`src/rtl/stream_mux_pkg.sv`:
```
// Shared types and constants for the N:1 streaming multiplexer.
package stream_mux_pkg;

  localparam logic MODE_FIXED = 1'b0;
  localparam logic MODE_RR    = 1'b1;

  typedef enum logic {
    ARB_OPEN,
    ARB_LOCKED
  } arb_state_t;

  typedef enum logic {
    OUT_EMPTY,
    OUT_FULL
  } out_state_t;

endpackage

```
`src/rtl/stream_mux_n_1_if.sv`:
```
// Handshake and data bundle between the input producers, the mux and its consumer.
interface stream_mux_n_1_if #(
  parameter int unsigned NUM_CH     = 4,
  parameter int unsigned DATA_WIDTH = 8
);
  localparam int unsigned SEL_WIDTH = $clog2(NUM_CH);

  logic                         Enable_In;
  logic                         Mode_In;
  logic [SEL_WIDTH-1:0]         Select_In;
  logic [NUM_CH*DATA_WIDTH-1:0] Data_In;
  logic [NUM_CH-1:0]            Valid_In;
  logic [NUM_CH-1:0]            Last_In;
  logic [NUM_CH-1:0]            Ready_Out;
  logic [DATA_WIDTH-1:0]        MUX_Data_Out;
  logic                         MUX_Last_Out;
  logic [SEL_WIDTH-1:0]         MUX_Channel_Out;
  logic                         MUX_Valid_Out;
  logic                         MUX_Ready_In;

  modport master (
    output Enable_In, Mode_In, Select_In, Data_In, Valid_In, Last_In, MUX_Ready_In,
    input  Ready_Out, MUX_Data_Out, MUX_Last_Out, MUX_Channel_Out, MUX_Valid_Out
  );

  modport slave (
    input  Enable_In, Mode_In, Select_In, Data_In, Valid_In, Last_In, MUX_Ready_In,
    output Ready_Out, MUX_Data_Out, MUX_Last_Out, MUX_Channel_Out, MUX_Valid_Out
  );

endinterface

```
`src/rtl/stream_mux_n_1_rr_arbiter.sv`:
```
// Combinational round-robin picker: first requesting channel at or above Pointer_In, wrapping.
module rr_arbiter #(
  parameter int unsigned NUM_CH = 4
) (
  input  logic [NUM_CH-1:0]         Request_In,
  input  logic [$clog2(NUM_CH)-1:0] Pointer_In,
  output logic [NUM_CH-1:0]         Grant_Out
);

  localparam int unsigned SEL_WIDTH = $clog2(NUM_CH);

  logic                 found_c;
  logic [SEL_WIDTH-1:0] idx_c;
  int unsigned          pos_c;

  always_comb begin
    Grant_Out = '0;
    found_c   = 1'b0;
    idx_c     = '0;
    pos_c     = 0;
    for (int unsigned i = 0; i < NUM_CH; i++) begin
      pos_c = 32'(Pointer_In) + i;
      if (pos_c >= NUM_CH) pos_c = pos_c - NUM_CH;
      idx_c = SEL_WIDTH'(pos_c);
      if (!found_c && Request_In[idx_c]) begin
        Grant_Out[idx_c] = 1'b1;
        found_c          = 1'b1;
      end
    end
  end

endmodule

```
`src/rtl/stream_mux_n_1.sv`:
```
// N:1 valid/ready stream mux with fixed or round-robin selection, packet lock and a
// one-deep registered output stage that runs at full rate.
module stream_mux_n_1
  import stream_mux_pkg::*;
#(
  parameter int unsigned NUM_CH     = 4,
  parameter int unsigned DATA_WIDTH = 8
) (
  input logic           Clk_In,
  input logic           Reset_N_In,
  stream_mux_n_1_if.slave bus
);

  localparam int unsigned SEL_WIDTH = $clog2(NUM_CH);

  arb_state_t            arb_q, arb_d;
  out_state_t            out_q, out_d;
  logic [SEL_WIDTH-1:0]  ptr_q, ptr_d;
  logic [SEL_WIDTH-1:0]  chan_q, chan_d;
  logic [DATA_WIDTH-1:0] data_q, data_d;
  logic                  last_q, last_d;

  logic                  load_ok_c;
  logic [NUM_CH-1:0]     rr_grant_c;
  logic [NUM_CH-1:0]     grant_c;
  logic [NUM_CH-1:0]     ready_c;
  logic                  xfer_c;
  logic [SEL_WIDTH-1:0]  xfer_ch_c;
  logic                  xfer_last_c;

  rr_arbiter #(.NUM_CH(NUM_CH)) u_rr_arbiter (
    .Request_In (bus.Valid_In),
    .Pointer_In (ptr_q),
    .Grant_Out  (rr_grant_c)
  );

  // While locked, chan_q still names the channel that opened the packet.
  always_comb begin
    grant_c = '0;
    if (arb_q == ARB_LOCKED) begin
      grant_c[chan_q] = 1'b1;
    end else if (bus.Mode_In == MODE_RR) begin
      grant_c = rr_grant_c;
    end else if (32'(bus.Select_In) < NUM_CH) begin
      grant_c[bus.Select_In] = 1'b1;
    end
  end

  // Output slot is free when empty or being drained this cycle.
  assign load_ok_c = bus.Enable_In & ((out_q == OUT_EMPTY) | bus.MUX_Ready_In);
  assign ready_c   = grant_c & {NUM_CH{load_ok_c & Reset_N_In}};
  assign xfer_c    = |(bus.Valid_In & ready_c);

  always_comb begin
    xfer_ch_c = '0;
    for (int unsigned c = 0; c < NUM_CH; c++) begin
      if (grant_c[c]) xfer_ch_c = SEL_WIDTH'(c);
    end
  end

  assign xfer_last_c = bus.Last_In[xfer_ch_c];

  always_comb begin
    arb_d  = arb_q;
    out_d  = out_q;
    ptr_d  = ptr_q;
    chan_d = chan_q;
    data_d = data_q;
    last_d = last_q;
    if (xfer_c) begin
      out_d  = OUT_FULL;
      chan_d = xfer_ch_c;
      data_d = bus.Data_In[xfer_ch_c*DATA_WIDTH +: DATA_WIDTH];
      last_d = xfer_last_c;
      if (xfer_last_c) begin
        arb_d = ARB_OPEN;
        ptr_d = (32'(xfer_ch_c) == NUM_CH - 1) ? '0 : xfer_ch_c + SEL_WIDTH'(1);
      end else begin
        arb_d = ARB_LOCKED;
      end
    end else if ((out_q == OUT_FULL) && bus.MUX_Ready_In) begin
      out_d = OUT_EMPTY;
    end
  end

  always_ff @(posedge Clk_In or negedge Reset_N_In) begin
    if (!Reset_N_In) begin
      arb_q  <= ARB_OPEN;
      out_q  <= OUT_EMPTY;
      ptr_q  <= '0;
      chan_q <= '0;
      data_q <= '0;
      last_q <= 1'b0;
    end else begin
      arb_q  <= arb_d;
      out_q  <= out_d;
      ptr_q  <= ptr_d;
      chan_q <= chan_d;
      data_q <= data_d;
      last_q <= last_d;
    end
  end

  assign bus.Ready_Out       = ready_c;
  assign bus.MUX_Valid_Out   = (out_q == OUT_FULL);
  assign bus.MUX_Data_Out    = data_q;
  assign bus.MUX_Last_Out    = last_q;
  assign bus.MUX_Channel_Out = chan_q;

endmodule

```
`src/flat_wrapper.sv`:
```
// flat-port wrapper written by rule: the top's interface ports become plain ports
module stream_mux_n_1_flat import stream_mux_pkg::*;
#(
  parameter int unsigned NUM_CH     = 4,
  parameter int unsigned DATA_WIDTH = 8
)
  (Clk_In, Reset_N_In, bus_Enable_In, bus_Mode_In, bus_Select_In, bus_Data_In, bus_Valid_In, bus_Last_In, bus_MUX_Ready_In, bus_Ready_Out, bus_MUX_Data_Out, bus_MUX_Last_Out, bus_MUX_Channel_Out, bus_MUX_Valid_Out);
  stream_mux_n_1_if #(.NUM_CH(NUM_CH), .DATA_WIDTH(DATA_WIDTH)) bus_i ();
  input logic Clk_In;
  input logic Reset_N_In;
  input wire logic [$bits(bus_i.Enable_In)-1:0] bus_Enable_In;
  input wire logic [$bits(bus_i.Mode_In)-1:0] bus_Mode_In;
  input wire logic [$bits(bus_i.Select_In)-1:0] bus_Select_In;
  input wire logic [$bits(bus_i.Data_In)-1:0] bus_Data_In;
  input wire logic [$bits(bus_i.Valid_In)-1:0] bus_Valid_In;
  input wire logic [$bits(bus_i.Last_In)-1:0] bus_Last_In;
  input wire logic [$bits(bus_i.MUX_Ready_In)-1:0] bus_MUX_Ready_In;
  output wire logic [$bits(bus_i.Ready_Out)-1:0] bus_Ready_Out;
  output wire logic [$bits(bus_i.MUX_Data_Out)-1:0] bus_MUX_Data_Out;
  output wire logic [$bits(bus_i.MUX_Last_Out)-1:0] bus_MUX_Last_Out;
  output wire logic [$bits(bus_i.MUX_Channel_Out)-1:0] bus_MUX_Channel_Out;
  output wire logic [$bits(bus_i.MUX_Valid_Out)-1:0] bus_MUX_Valid_Out;
  assign bus_i.Enable_In = bus_Enable_In;
  assign bus_i.Mode_In = bus_Mode_In;
  assign bus_i.Select_In = bus_Select_In;
  assign bus_i.Data_In = bus_Data_In;
  assign bus_i.Valid_In = bus_Valid_In;
  assign bus_i.Last_In = bus_Last_In;
  assign bus_i.MUX_Ready_In = bus_MUX_Ready_In;
  assign bus_Ready_Out = bus_i.Ready_Out;
  assign bus_MUX_Data_Out = bus_i.MUX_Data_Out;
  assign bus_MUX_Last_Out = bus_i.MUX_Last_Out;
  assign bus_MUX_Channel_Out = bus_i.MUX_Channel_Out;
  assign bus_MUX_Valid_Out = bus_i.MUX_Valid_Out;
  stream_mux_n_1 #(.NUM_CH(NUM_CH), .DATA_WIDTH(DATA_WIDTH)) u_core (.Clk_In(Clk_In), .Reset_N_In(Reset_N_In), .bus(bus_i));
endmodule
```
`config.mk`:
```
export PLATFORM = sky130hd
export DESIGN_NAME = stream_mux_n_1_flat
export DESIGN_NICKNAME = d
export VERILOG_FILES = /design/src/rtl/stream_mux_pkg.sv /design/src/rtl/stream_mux_n_1_if.sv /design/src/rtl/stream_mux_n_1_rr_arbiter.sv /design/src/rtl/stream_mux_n_1.sv /design/src/flat_wrapper.sv
export SDC_FILE = /design/constraint.sdc
export NUM_CORES = 1
export LEC_CHECK = 0
export CAP_MARGIN = 20
export CORE_MARGIN = 8
export CORE_UTILIZATION = 35
export DETAILED_ROUTE_END_ITERATION = 10
export GPL_ROUTABILITY_DRIVEN = 0
export PLACE_DENSITY = 0.65
export SETUP_SLACK_MARGIN = 0.2
export SYNTH_ARGS = -nofsm -noshare
export SYNTH_HDL_FRONTEND = slang
export SYNTH_SLANG_ARGS = --single-unit
```
`constraint.sdc`:
```
create_clock -name Clk_In -period 7.85 [get_ports Clk_In]
set_clock_uncertainty 0.05 [all_clocks]
set_input_delay 0.785 -clock Clk_In [delete_from_list [all_inputs] [get_ports Clk_In]]
set_output_delay 0.785 -clock Clk_In [all_outputs]
set_load 0.1 [all_outputs]
```
==> flow_summary.toml <==
[routing]
wire_per_inst_um = 17.0
drtIter0Drc = 176
via_per_inst = 5.67
firstDrtPassIters = 4
drtAntennaViolNets = 0
drc_errors = 0
wirelength_um = 5470
vias = 1820

[timing]
slew_headroom = 0.327
setup_ws_ns = 2.54
setup_tns_ns = 0
max_slew.worst_pin.slew_ns = 1.01
hold_violations = 0
fmax_mhz = 188
grt_setup_unrepaired = "no"
finalSetupViolCount = 0
period_share = 0.676
min_period_ns = 5.31
slew_viol_final = 0

[worst_setup_path]
worstSetupPathType = "flip-flop to output port"
cp-end-kind = "output port"
crit_path_start_kind = "flip-flop"
worstPathArrival_ns = 4.47
path_max_fanout = 21
crit_required_ns = 7.01

[logic_synthesis]
ys_seq_area_frac = 0.215
yosysUniqueCellTypes = 56
ys_seq_elements = 15
avgSynthCellArea_um2 = 8.82
ys_async_sr_fraction = 1.00
synth_ff_type = "dfrtp_1"
yosys_warnings = 0
syn-num-nets = 251
synth_area_mm2 = 0.00175
synth_edf_count = 0
syn_inst = 198

[die]
die_w_um = 86.6
ios = 63
fp-row-count = 25
initial_utilization = 0.367
core_mm2 = 0.00475
die_area_mm2 = 0.00751
die_h_um = 86.6

[global_routing]
grtUsageMet2 = 0.244
grt_util_met3 = 0.0246
grt_overflow = 0
grt_usage = 0.145
top_usage_layer = "met2"
met1_usage = 0.191
grt_start_max_net_pins = 22
first_global_vias = 1776
grt_pass1_wl_um = 8810
antenna_found_initial = 0

[power_and_ir_drop]
sw_frac_of_total = 0.592
p_comb_frac = 0.759
leakagePower_uw = 0.000939
cell_internal_pwr_uw = 370
power_frac_seq = 0.168
ir_drop_mv = 0.245
pwr_density_cell_mw_per_mm2 = 370
clkPwrFrac = 0.073
p_switching_uw = 537

[clocking]
cts_hold_buf = 0
cts_made_buffers = 3
path_clk_slew_ns = 0.07
htree_levels = 1
cts_root_buf = "clkbuf_8"
clk_path_buf_depth = 2
cts_resized = 0
cts_sinks = 15
clock_latency_ns = 0.25
postCtsSetupBuffers = 0
cts_tree = "built"

[place]
dpl.hpwl_um = 4290
pre_cts_ws_ns = 2.71
portBuffers = 62

[final_layout]
final_common_cell = "clkdlybuf4s50_1"
drive_above_1_share = 0.0866
diodes = 0
area_delta_synth_final_pct = 40.4
most-common-layout-cells = "clkdlybuf4s50_1 (62), nand2_1 (23), dfrtp_1 (15), nand3_1 (11), mux2i_1 (11)"
fin_nets = 308

[worst_hold_path]
hp-class = "flip-flop to flip-flop"

[flow_run]
cap_violations = 0

[run_status]
status = "completed"
per-layer routing:
layer  share of wire  vias to the layer above  wire, um
met4          0.0042                        0        23
met3           0.056                        2       308
met5               0                        -         0
li1                -                      883         -
met2            0.50                       56      2750
met1            0.44                      879      2390
final timing paths:
check,from,end,slack (ns),cells after the start
setup reg to reg,u_core.ptr_q[0],u_core.bus.MUX_Data_Out[1],3.83,9
min in group asynchronous,Reset_N_In,u_core.bus.MUX_Data_Out[0],0.81,2
setup / recovery,u_core.ptr_q[0],bus_Ready_Out[1],2.54,8
hold / removal,u_core.bus.MUX_Data_Out[1],u_core.bus.MUX_Data_Out[1],0.44,1
hold reg to reg,u_core.bus.MUX_Data_Out[1],u_core.bus.MUX_Data_Out[1],0.44,1
max in group asynchronous,Reset_N_In,u_core.bus.MUX_Data_Out[7],6.75,2
stage by stage:
| step | cell area, um2 | cells | power (uW) | hold slack, ns | util |
|---|---|---|---|---|---|
| after CTS | 2440 | 320 | 905 | 0.443 | 0.514 |
| final | 2450 | 321 | 907 | 0.438 | 0.516 |
| after global routing | 2450 | 321 | 965 | 0.463 | 0.516 |
| after global placement | 2400 | 316 | 835 | 0.417 | 0.504 |
| after detailed placement | 2400 | 316 | 835 | 0.427 | 0.504 |
| after floorplan | 1750 | 198 | 675 | 0.439 | - |
synthesized netlist by cell type (2+ instances only):
cell	count	share of area
or3_1	3	0.011
nand2_1	23	0.049
nor2b_1	4	0.014
o211ai_1	10	0.043
or3b_2	3	0.015
nor2_1	5	0.011
o21ai_0	3	0.0086
inv_1	8	0.017
clkbuf_1	6	0.013
a211o_1	3	0.015
nor3_1	3	0.0086
a21oi_1	8	0.023
buf_6	2	0.013
mux2i_1	11	0.063
buf_2	5	0.014
ha_1	6	0.043
o221ai_1	2	0.010
mux2_1	8	0.052
a221o_1	4	0.023
a31oi_1	3	0.011
o311ai_0	3	0.015
and2_1	3	0.011
nand3_1	11	0.032
a211oi_1	3	0.013
and3_1	4	0.014
mux4_2	3	0.039
dfrtp_1	15	0.21
o31ai_1	3	0.013
nand2b_1	6	0.021
sequential cells by signal (all words and copies together) (netlist names):
| signal | count |
|---|---|
| u_core.ptr_q | 2 |
| u_core.arb_q | 1 |
| u_core.bus.MUX_Channel_Out | 2 |
| u_core.bus.MUX_Valid_Out | 1 |
| u_core.bus.MUX_Last_Out | 1 |
| u_core.bus.MUX_Data_Out | 8 |
logic make-up (layout without fill, tap and decap cells):
family,Yosys count,count (layout),synth area share
muxes,23,23,0.168
and+or+nand+nor,75,75,0.239
DFF,15,15,0.215
adders and majority gates,6,6,0.0430
AOI/OAI and AO/OA,57,57,0.274
buffers and inverters,22,78,0.0616
critical path: stages, from the launching register on:
cell	delay (ns)
dfrtp_1	0.79
inv_1	0.19
ha_1	0.48
mux4_2	0.63
nor4b_1	0.48
nor3_1	0.09
a31oi_1	0.25
and2_1	0.16
clkdlybuf4s50_1	1.15
cell type report:
class / instances / area, um2
fillers: 463 / 2300
multi-input cells: 161 / 1260
repair buffers: 66 / 651
flip-flops and latches: 15 / 375
well taps: 67 / 83.8
clock buffers: 3 / 41.3
inverters: 8 / 30.0
clock inverters: 1 / 7.51
power groups by stage:
stage / Sequential [uW] / Clock, uW / Combinational (uW)
detailed placement: 154 / 0 / 681
global placement: 152 / 0 / 683
floorplan: 358 / 0 / 317
global route: 161 / 72.5 / 731
finish: 152 / 66.1 / 688
CTS: 153 / 68.1 / 684
No activity file was read; power rests on OpenSTA's default activity.
